--- src/rtl/muxn_rr_pkg.sv ---
// Shared definitions for the round-robin multiplexer family: default
// data width / channel count and the index-width helper used to size
// channel indices from a channel count.
package muxn_rr_pkg;

  localparam int MUX_WIDTH_DEF = 32;
  localparam int MUX_N_DEF     = 4;

  // Number of bits needed to index n channels (at least one bit).
  function automatic int mux_idxw(input int n);
    int w;
    w = 1;
    if (n > 2) begin
      w = $clog2(n);
    end else begin
      w = 1;
    end
    return w;
  endfunction

endpackage

--- src/rtl/rr_arbiter.sv ---
// Combinational round-robin arbiter. Scans requests starting just after
// the last winner, wrapping around, by searching the lowest set bit of a
// double-width vector {req, req & above_last}. The upper half supplies
// the wrapped candidates when nothing above the pointer is requesting.
module rr_arbiter
  import muxn_rr_pkg::*;
#(
  parameter int N    = MUX_N_DEF,
  parameter int IdxW = mux_idxw(N)
) (
  input  logic [N-1:0]    req,
  input  logic [IdxW-1:0] last,
  input  logic            en,
  output logic [N-1:0]    gnt_onehot,
  output logic [IdxW-1:0] gnt_idx,
  output logic            gnt_any
);

  logic [N-1:0]   mask_s;
  logic [2*N-1:0] dbl_s;
  logic           found_s;
  logic [IdxW:0]  pos_s;

  // Mask of channels strictly after the previous winner.
  always_comb begin
    mask_s = {N{1'b0}};
    for (int k = 0; k < N; k++) begin
      mask_s[k] = (k > int'(last));
    end
  end

  // Lowest set bit of the double-width rotated request vector.
  always_comb begin
    dbl_s   = {req, req & mask_s};
    found_s = 1'b0;
    pos_s   = {(IdxW+1){1'b0}};
    for (int i = 2*N-1; i >= 0; i--) begin
      pos_s   = dbl_s[i] ? (IdxW+1)'(i) : pos_s;
      found_s = found_s | dbl_s[i];
    end
  end

  // Fold the position back into channel range and gate with enable.
  always_comb begin
    gnt_idx    = {IdxW{1'b0}};
    gnt_onehot = {N{1'b0}};
    gnt_any    = 1'b0;
    if (en && found_s) begin
      if (int'(pos_s) >= N) begin
        gnt_idx = IdxW'(int'(pos_s) - N);
      end else begin
        gnt_idx = IdxW'(pos_s);
      end
      gnt_onehot = {{(N-1){1'b0}}, 1'b1} << gnt_idx;
      gnt_any    = 1'b1;
    end else begin
      gnt_any = 1'b0;
    end
  end

endmodule

--- src/rtl/muxn_rr.sv ---
// N-channel registered multiplexer with round-robin arbitration and
// valid/ready handshakes. Each output beat carries its source channel.
// Optional static-select mode is compiled in with MUXN_FORCE_SEL_EN,
// which adds force_en / force_sel ports.
module muxn_rr
  import muxn_rr_pkg::*;
#(
  parameter int Width = MUX_WIDTH_DEF,
  parameter int N     = MUX_N_DEF,
  parameter int IdxW  = mux_idxw(N)
) (
  input  logic             clk,
  input  logic             reset,
  input  logic [N-1:0]     i_valid,
  input  logic [N*Width-1:0] i_data,
  output logic [N-1:0]     i_ready,
  output logic             o_valid,
  output logic [Width-1:0] o_data,
  output logic [IdxW-1:0]  o_sel,
  input  logic             o_ready
`ifdef MUXN_FORCE_SEL_EN
  ,
  input  logic             force_en,
  input  logic [IdxW-1:0]  force_sel
`endif
);

  logic             load_s;
  logic             arb_en_s;
  logic [N-1:0]     req_s;
  logic             upd_last_s;
  logic [N-1:0]     gnt_onehot_s;
  logic [IdxW-1:0]  gnt_idx_s;
  logic             gnt_any_s;
  logic [Width-1:0] sel_data_s;

  logic             o_valid_q, o_valid_d;
  logic [Width-1:0] o_data_q,  o_data_d;
  logic [IdxW-1:0]  o_sel_q,   o_sel_d;
  logic [IdxW-1:0]  last_q,    last_d;

  // Output register can take a new beat when empty or being drained.
  always_comb begin
    load_s   = ~o_valid_q | o_ready;
    arb_en_s = load_s & ~reset;
  end

  // Request filter: in forced mode only the selected channel may compete
  // and the round-robin pointer is frozen.
  always_comb begin
    req_s      = i_valid;
    upd_last_s = 1'b1;
`ifdef MUXN_FORCE_SEL_EN
    if (force_en) begin
      upd_last_s = 1'b0;
      if (int'(force_sel) < N) begin
        req_s = i_valid & ({{(N-1){1'b0}}, 1'b1} << force_sel);
      end else begin
        req_s = {N{1'b0}};
      end
    end else begin
      req_s      = i_valid;
      upd_last_s = 1'b1;
    end
`endif
  end

  rr_arbiter #(
    .N    (N),
    .IdxW (IdxW)
  ) u_arb (
    .req        (req_s),
    .last       (last_q),
    .en         (arb_en_s),
    .gnt_onehot (gnt_onehot_s),
    .gnt_idx    (gnt_idx_s),
    .gnt_any    (gnt_any_s)
  );

  // AND-OR data select on the one-hot grant.
  always_comb begin
    sel_data_s = {Width{1'b0}};
    for (int k = 0; k < N; k++) begin
      sel_data_s = sel_data_s | (i_data[k*Width +: Width] & {Width{gnt_onehot_s[k]}});
    end
  end

  // Next state of the output register and round-robin pointer.
  always_comb begin
    o_valid_d = o_valid_q;
    o_data_d  = o_data_q;
    o_sel_d   = o_sel_q;
    last_d    = last_q;
    if (load_s) begin
      if (gnt_any_s) begin
        o_valid_d = 1'b1;
        o_data_d  = sel_data_s;
        o_sel_d   = gnt_idx_s;
        last_d    = upd_last_s ? gnt_idx_s : last_q;
      end else begin
        o_valid_d = 1'b0;
      end
    end else begin
      o_valid_d = o_valid_q;
    end
  end

  // State registers; reset drops any pending beat and aims at channel 0.
  always_ff @(posedge clk) begin
    if (reset) begin
      o_valid_q <= 1'b0;
      o_data_q  <= {Width{1'b0}};
      o_sel_q   <= {IdxW{1'b0}};
      last_q    <= IdxW'(N - 1);
    end else begin
      o_valid_q <= o_valid_d;
      o_data_q  <= o_data_d;
      o_sel_q   <= o_sel_d;
      last_q    <= last_d;
    end
  end

  assign i_ready = gnt_onehot_s;
  assign o_valid = o_valid_q;
  assign o_data  = o_data_q;
  assign o_sel   = o_sel_q;

endmodule

--- config.mk ---
export PLATFORM = sky130hd
export DESIGN_NAME = muxn_rr
export DESIGN_NICKNAME = d
export VERILOG_FILES = /design/src/rtl/muxn_rr_pkg.sv /design/src/rtl/rr_arbiter.sv /design/src/rtl/muxn_rr.sv
export SDC_FILE = /design/constraint.sdc
export NUM_CORES = 1
export LEC_CHECK = 0
export BUFFER_PORTS_ARGS = -buffer_cell sky130_fd_sc_hd__buf_2
export CAP_MARGIN = 20
export CORE_MARGIN = 1
export CORE_UTILIZATION = 24
export CTS_BUF_LIST = sky130_fd_sc_hd__clkbuf_4 sky130_fd_sc_hd__clkbuf_8 sky130_fd_sc_hd__clkbuf_16
export CTS_CLUSTER_DIAMETER = 60
export DETAILED_ROUTE_END_ITERATION = 16
export PLACE_DENSITY = 0.61
export SLEW_MARGIN = 20
export SYNTH_ARGS = -nofsm -noshare
export SYNTH_HDL_FRONTEND = slang
export SYNTH_SLANG_ARGS = --single-unit
--- constraint.sdc ---
create_clock -name clk -period 5.3 [get_ports clk]
set_clock_uncertainty 0.15 [all_clocks]
set_input_delay 0.795 -clock clk [delete_from_list [all_inputs] [get_ports clk]]
set_output_delay 0.795 -clock clk [all_outputs]
set_load 0.02 [all_outputs]
==> flow_summary.ini, run 1 <==
[global_routing]
antenna_found_initial = 1
grt_max_degree = 33
grt_pass1_vias = 2091
grt_pass1_wl_um = 9850
grt.total_usage_pct = 12.6
grt-ovfl-total = 0

[yosys]
synth_fa_ha_area_share_pct = 0
netlist_instances = 220
synth_compound_area_share_pct = 23.4
synth.distinct_cells = 28
synth.area.mux_share_pct = 27.9
syn_avg_cell_area_um2 = 10.6
async_flop_share_pct = 0
synthesis.area_um2 = 2340
seq_area_frac_synth_pct = 31.7
synthSimpleGateAreaFrac_pct = 10.6
synth_flop_cell = dfxtp_1
ys_seq_elements = 37
yosysWarnings = 0
synth_xor_area_share_pct = 0
synth_edf_count = 0
synth_top_family_by_area = multiplexers
synth_nets = 355

[power_and_ir_drop]
clkPwrFrac_pct = 23.3
switching_share_pct = 34.9
power_density_nw_per_um2 = 263
combPwrFrac_pct = 38.5
p_seq_share_pct = 38.2
peakVddDrop_v = 0.000119
p_sw_uw = 310
internal-power_uw = 577
power_leakage_uw = 0.00164
power_uw = 887

[run_status]
status = finished clean

[timing]
setup_ws_ns = 1.95
timing.hold.ws_ns = 0.310
fmaxAchievable_ghz = 0.299
hold_viol = 0
finalSetupViolations = 0
worstMarginPinSlew_ns = 0.848
period_needed_ns = 3.35
drv_slew = 0
fin_crit_sh_pct = 63.2
grt_setup_unrepaired = false
setup_tns_ns = 0
slew_headroom_pct = 43.5

[clocking]
clkLatencyLatePin_ns = 0.28
post_cts_buffers = 0
clk_path_buf_depth = 2
clock-sinks = 37
cts_tree = built
htreeDepth = 2
numCtsBuffers = 5
cts_hold_buffers = 0
clk_pin_slew_worst_paths_ns = 0.07
root_buffer = clkbuf_8
cts-resized-gates = 0

[route]
drt-wirelength-per-cell_um = 13.1
firstDrtPassIters = 4
drc = 0
top_layer_used = met4
drt-total-wl_um = 6760
route.met3.wl_um = 636
vias_per_cell = 4.43
met2_length_um = 3230
vias = 2290
final_antenna_net_count = 0
wl_met1_um = 2780
dr.first_iter.drc_count = 61

[hold_path]
hold_class = flop to flop

[job]
max_cap_violations = 0

[floorplan]
die_h_um = 101
fp-row-count = 35
design.core.area_um2 = 9330
start_util_pct = 25.0
die_area_um2 = 10100
boundaryPins = 174
die_w_um = 101

[cells_and_area]
fillers = 957
area_growth_pct = 44.2
seq_area_um2 = 741
finalNetCount = 522
drive_above_1_share_pct = 57.1
multiInputGateArea_um2 = 1470
design_area_um2 = 3370

[worst_setup_path]
path_max_fanout = 15
worstSetupPathType = primary input to primary output
worst_setup_path_start_kind = primary input
worstPathArrival_ns = 2.40
cp.required_ns = 4.36
end_kind = primary output

[placement]
placed_area_um2 = 3280
preCtsSetupSlack_ns = 1.90
io_buffers = 173
dp_hpwl_um = 5310
gp_congestion = 0.701
-- kinds of logic (layout without fill, tap and decap cells) --
group | after synthesis | after routing
multiplexers | 65 | 65
other | 0 | 1
flip-flops | 37 | 37
AO/OA/AOI/OAI | 43 | 43
buffers and inverters | 19 | 186
AND/OR/NAND/NOR | 56 | 56
-- layout make-up --
| type | instances | share of cell area (%) |
|---|---|---|
| Sequential cell | 37 | 22.0 |
| Inverter | 1 | 0.111 |
| Timing Repair Buffer | 178 | 26.8 |
| Antenna cell | 1 | 0.0743 |
| Tap cell | 129 | 4.79 |
| Clock buffer | 7 | 2.67 |
| Multi-Input combinational cell | 164 | 43.5 |
-- path summary, 6_finish.rpt --
check                                start         end  slack, ns  depth (start not counted)
worst max-delay path            i_valid[2]  i_ready[2]       1.95                          6
worst min-delay path            o_data[21]  o_data[21]       0.31                          2
worst max register to register   last_q[1]   o_data[4]       2.78                          5
worst min register to register  o_data[21]  o_data[21]       0.31                          2
-- through the flow --
stage,cells,util (%)
5_1_grt,517,36.1
4_1_cts,516,36.1
2_1_floorplan,220,-
6_report,517,36.1
3_5_place_dp,509,35.1
3_3_place_gp,509,35.1
-- power by group through the flow --
stage	combinational, uW	sequential, uW	clock, uW
floorplan	189	389	0
global placement	342	344	0
detailed placement	348	344	0
CTS	348	339	218
global route	369	343	234
finish	341	339	207
-- metal layers --
| layer | GRT usage, % | vias up |
|---|---|---|
| li1 | - | 1165 |
| met1 | 14.1 | 998 |
| met2 | 22.8 | 119 |
| met3 | 3.74 | 8 |
| met4 | 4.12 | 0 |
| met5 | 0 | - |
-- cells in the final DEF (no fill, tap or decap), types with 2 or more instances in the layout --
cell,synthesis,routed
clkbuf_8,0,6
nor2_1,8,8
and2b_1,3,3
mux2i_1,65,65
o221ai_2,29,29
buf_2,3,173
nand2b_1,2,2
dfxtp_1,37,37
o221ai_1,4,3
a21oi_1,4,4
nand2_1,35,34
buf_4,7,5
-- critical path, stage by stage --
cell	delay, ns
buf_2	0.13
nor4_1	0.46
nand2b_1	0.27
or3_2	0.44
nor2_1	0.10
buf_2	0.18
-- synthesized netlist by cell type, types with 2 or more instances --
cell type	count	area, um2
nor2_1	8	30.0
and2b_1	3	22.5
a21oi_1	4	20.0
buf_4	7	52.6
mux2i_1	65	651
nand2b_1	2	12.5
buf_2	3	15.0
clkbuf_4	3	22.5
o221ai_1	4	35.0
buf_6	5	56.3
dfxtp_1	37	741
nand2_1	35	131
o221ai_2	29	435
-- flip-flops by register name (all words and copies together), names as in the netlist --
signal and count:
o_data 32, last_q 2, o_sel 2, o_valid 1
Power figures use the tool's default switching activity.
==> inputs of run 2 (changes only) <==
Settings changed: ABC_AREA set to 1.
Clock period 5.3 ns to 3.15 ns, I/O delays scaled along.
==> flow_summary.ini, run 2 <==
[timing]
finalSetupViolations = 0
fmaxAchievable_ghz = 0.390
drv_slew = 0
slew_headroom_pct = 55.3
worstMarginPinSlew_ns = 0.669
setup_tns_ns = 0
hold_viol = 0
timing.hold.ws_ns = 0.299
setup_ws_ns = 0.584
fin_crit_sh_pct = 81.5
grt_setup_unrepaired = false
period_needed_ns = 2.57

[power_and_ir_drop]
power_density_nw_per_um2 = 486
power_leakage_uw = 0.00204
peakVddDrop_v = 0.000167

[yosys]
yosysWarnings = 0
syn_avg_cell_area_um2 = 5.92
synthesis.area_um2 = 2380
synth_top_area_share_pct = 31.1
seq_area_frac_synth_pct = 31.1
synth_most_common_cell = nand3_1
yosys-top-cells-area = dfxtp_1, nand3_1, nand2_1, nor2_1, buf_2
yosys-top-cells-count = nand3_1, nand2_1, nor2_1
synth_flop_cell = dfxtp_1
async_flop_share_pct = 0
yosysTopAreaCell = dfxtp_1
synth_nets = 538
synth_edf_count = 0
ys_seq_elements = 37
synth.distinct_cells = 17
netlist_instances = 403

[cells_and_area]
finalNetCount = 699
antenna_cells = 0
final_cell_mix = buf_2, nand3_1, nand2_1
area_growth_pct = 44.1
largest_reg_flops = 32
drive_above_1_share_pct = 35.5
final_common_cell = buf_2
final_util_pct = 35.5

[clocking]
numCtsBuffers = 5
htreeDepth = 2
clkLatencyLatePin_ns = 0.28
root_buffer = clkbuf_8
clk_path_buf_depth = 2
cts-resized-gates = 0
clk_pin_slew_worst_paths_ns = 0.07
clock-sinks = 37
cts_tree = built
post_cts_buffers = 0
cts_hold_buffers = 0

[worst_setup_path]
worst_setup_path_start_kind = flop
crit_end = i_ready[0]
cpPeakStageDelay_ns = 0.38
crit_slowest_cell = dfxtp_1
worstPathArrival_ns = 1.94
r2r_start = o_valid
cp.required_ns = 2.53
path_max_fanout = 13
worstPathCellList = nand2_1 -> nand2_1 -> nand2_1 -> nand2_2 -> nand2_1 -> nor2_1 -> buf_2
ff2ff_setup_slack_ns = 0.98
worstSetupPathType = flop to primary output
crit_start = last_q[1]
end_kind = primary output
rr_worst_depth = 10
reg2reg_to = o_data[17]
cp_common_cell = nand2_1

[route]
final_antenna_net_count = 0
drt-wirelength-per-cell_um = 12.3
firstDrtPassIters = 4
dr.first_iter.drc_count = 121
drt-total-wl_um = 8540
drc = 0
vias_per_cell = 4.60
vias = 3204

[global_routing]
grt.total_usage_pct = 16.4
grt_max_degree = 65
grt_pass1_wl_um = 13200
grt_pass1_vias = 2902
antenna_found_initial = 0
grt-ovfl-total = 0

[floorplan]
die_h_um = 102
fp-row-count = 36
design.core.area_um2 = 9680
boundaryPins = 174
start_util_pct = 24.6
die_area_um2 = 10300
die_w_um = 102

[run_status]
status = finished clean

[job]
max_cap_violations = 0

[hold_path]
hold_class = flop to flop

[placement]
preCtsSetupSlack_ns = 0.607
io_buffers = 173
dp_hpwl_um = 6480
gp_congestion = 0.801
run 2: final cells by class:
cell class,count,area (um2)
timing repair buffer,184,948
multi-input combinational,323,1440
clock buffer,7,90.1
tap,133,166
inverter,13,48.8
sequential,37,741
fill,1084,6250
run 2: logic make-up (layout without fill, tap and decap cells):
logic type	count (synthesis)	count (layout)	synth area share [%]
buffers and inverters	43	204	9.44
AND/OR/NAND/NOR	316	316	57.7
AO/OA/AOI/OAI	7	7	1.78
flip-flops	37	37	31.1
run 2: critical path: cells and delay by family (launching register included):
family | cells | cell delay (ns)
and+or+nand+nor | 6 | 1.09
DFF | 1 | 0.38
buffers and inverters | 1 | 0.18
run 2: power breakdown:
part | internal (uW) | total, uW | switching, uW | leakage [uW]
combinational | 240 | 705 | 465 | 0.00169
clock | 182 | 342 | 160 | 0.0000477
sequential | 570 | 622 | 52.2 | 0.000308
total | 992 | 1670 | 678 | 0.00204
run 2: stage by stage:
| stage | area [um2] | cells | power, uW |
|---|---|---|---|
| floorplan | 2380 | 403 | 1060 |
| global placement | 3350 | 690 | 1330 |
| detailed placement | 3350 | 690 | 1340 |
| CTS | 3440 | 697 | 1700 |
| global route | 3440 | 697 | 1790 |
| finish | 3440 | 697 | 1670 |
run 2: metal layers:
metal  part of all wire [%]  track usage (%)  up-vias
met1                     43             18.0     1412
met4                   0.89             4.46        0
met3                    7.4             4.00        6
met5                      0                0        -
li1                       -                -     1643
met2                     49             30.9      143
run 2: worst min path at each step:
| stage | cells after the start | from | endpoint | slack, ns |
|---|---|---|---|---|
| after floorplan | 2 | last_q[1] | last_q[1] | 0.31 |
| after global placement | 2 | o_data[16] | o_data[16] | 0.28 |
| after detailed placement | 2 | o_data[24] | o_data[24] | 0.28 |
| after CTS | 2 | o_data[24] | o_data[24] | 0.30 |
| after global routing | 2 | o_data[16] | o_data[16] | 0.32 |
| final | 2 | o_data[24] | o_data[24] | 0.30 |
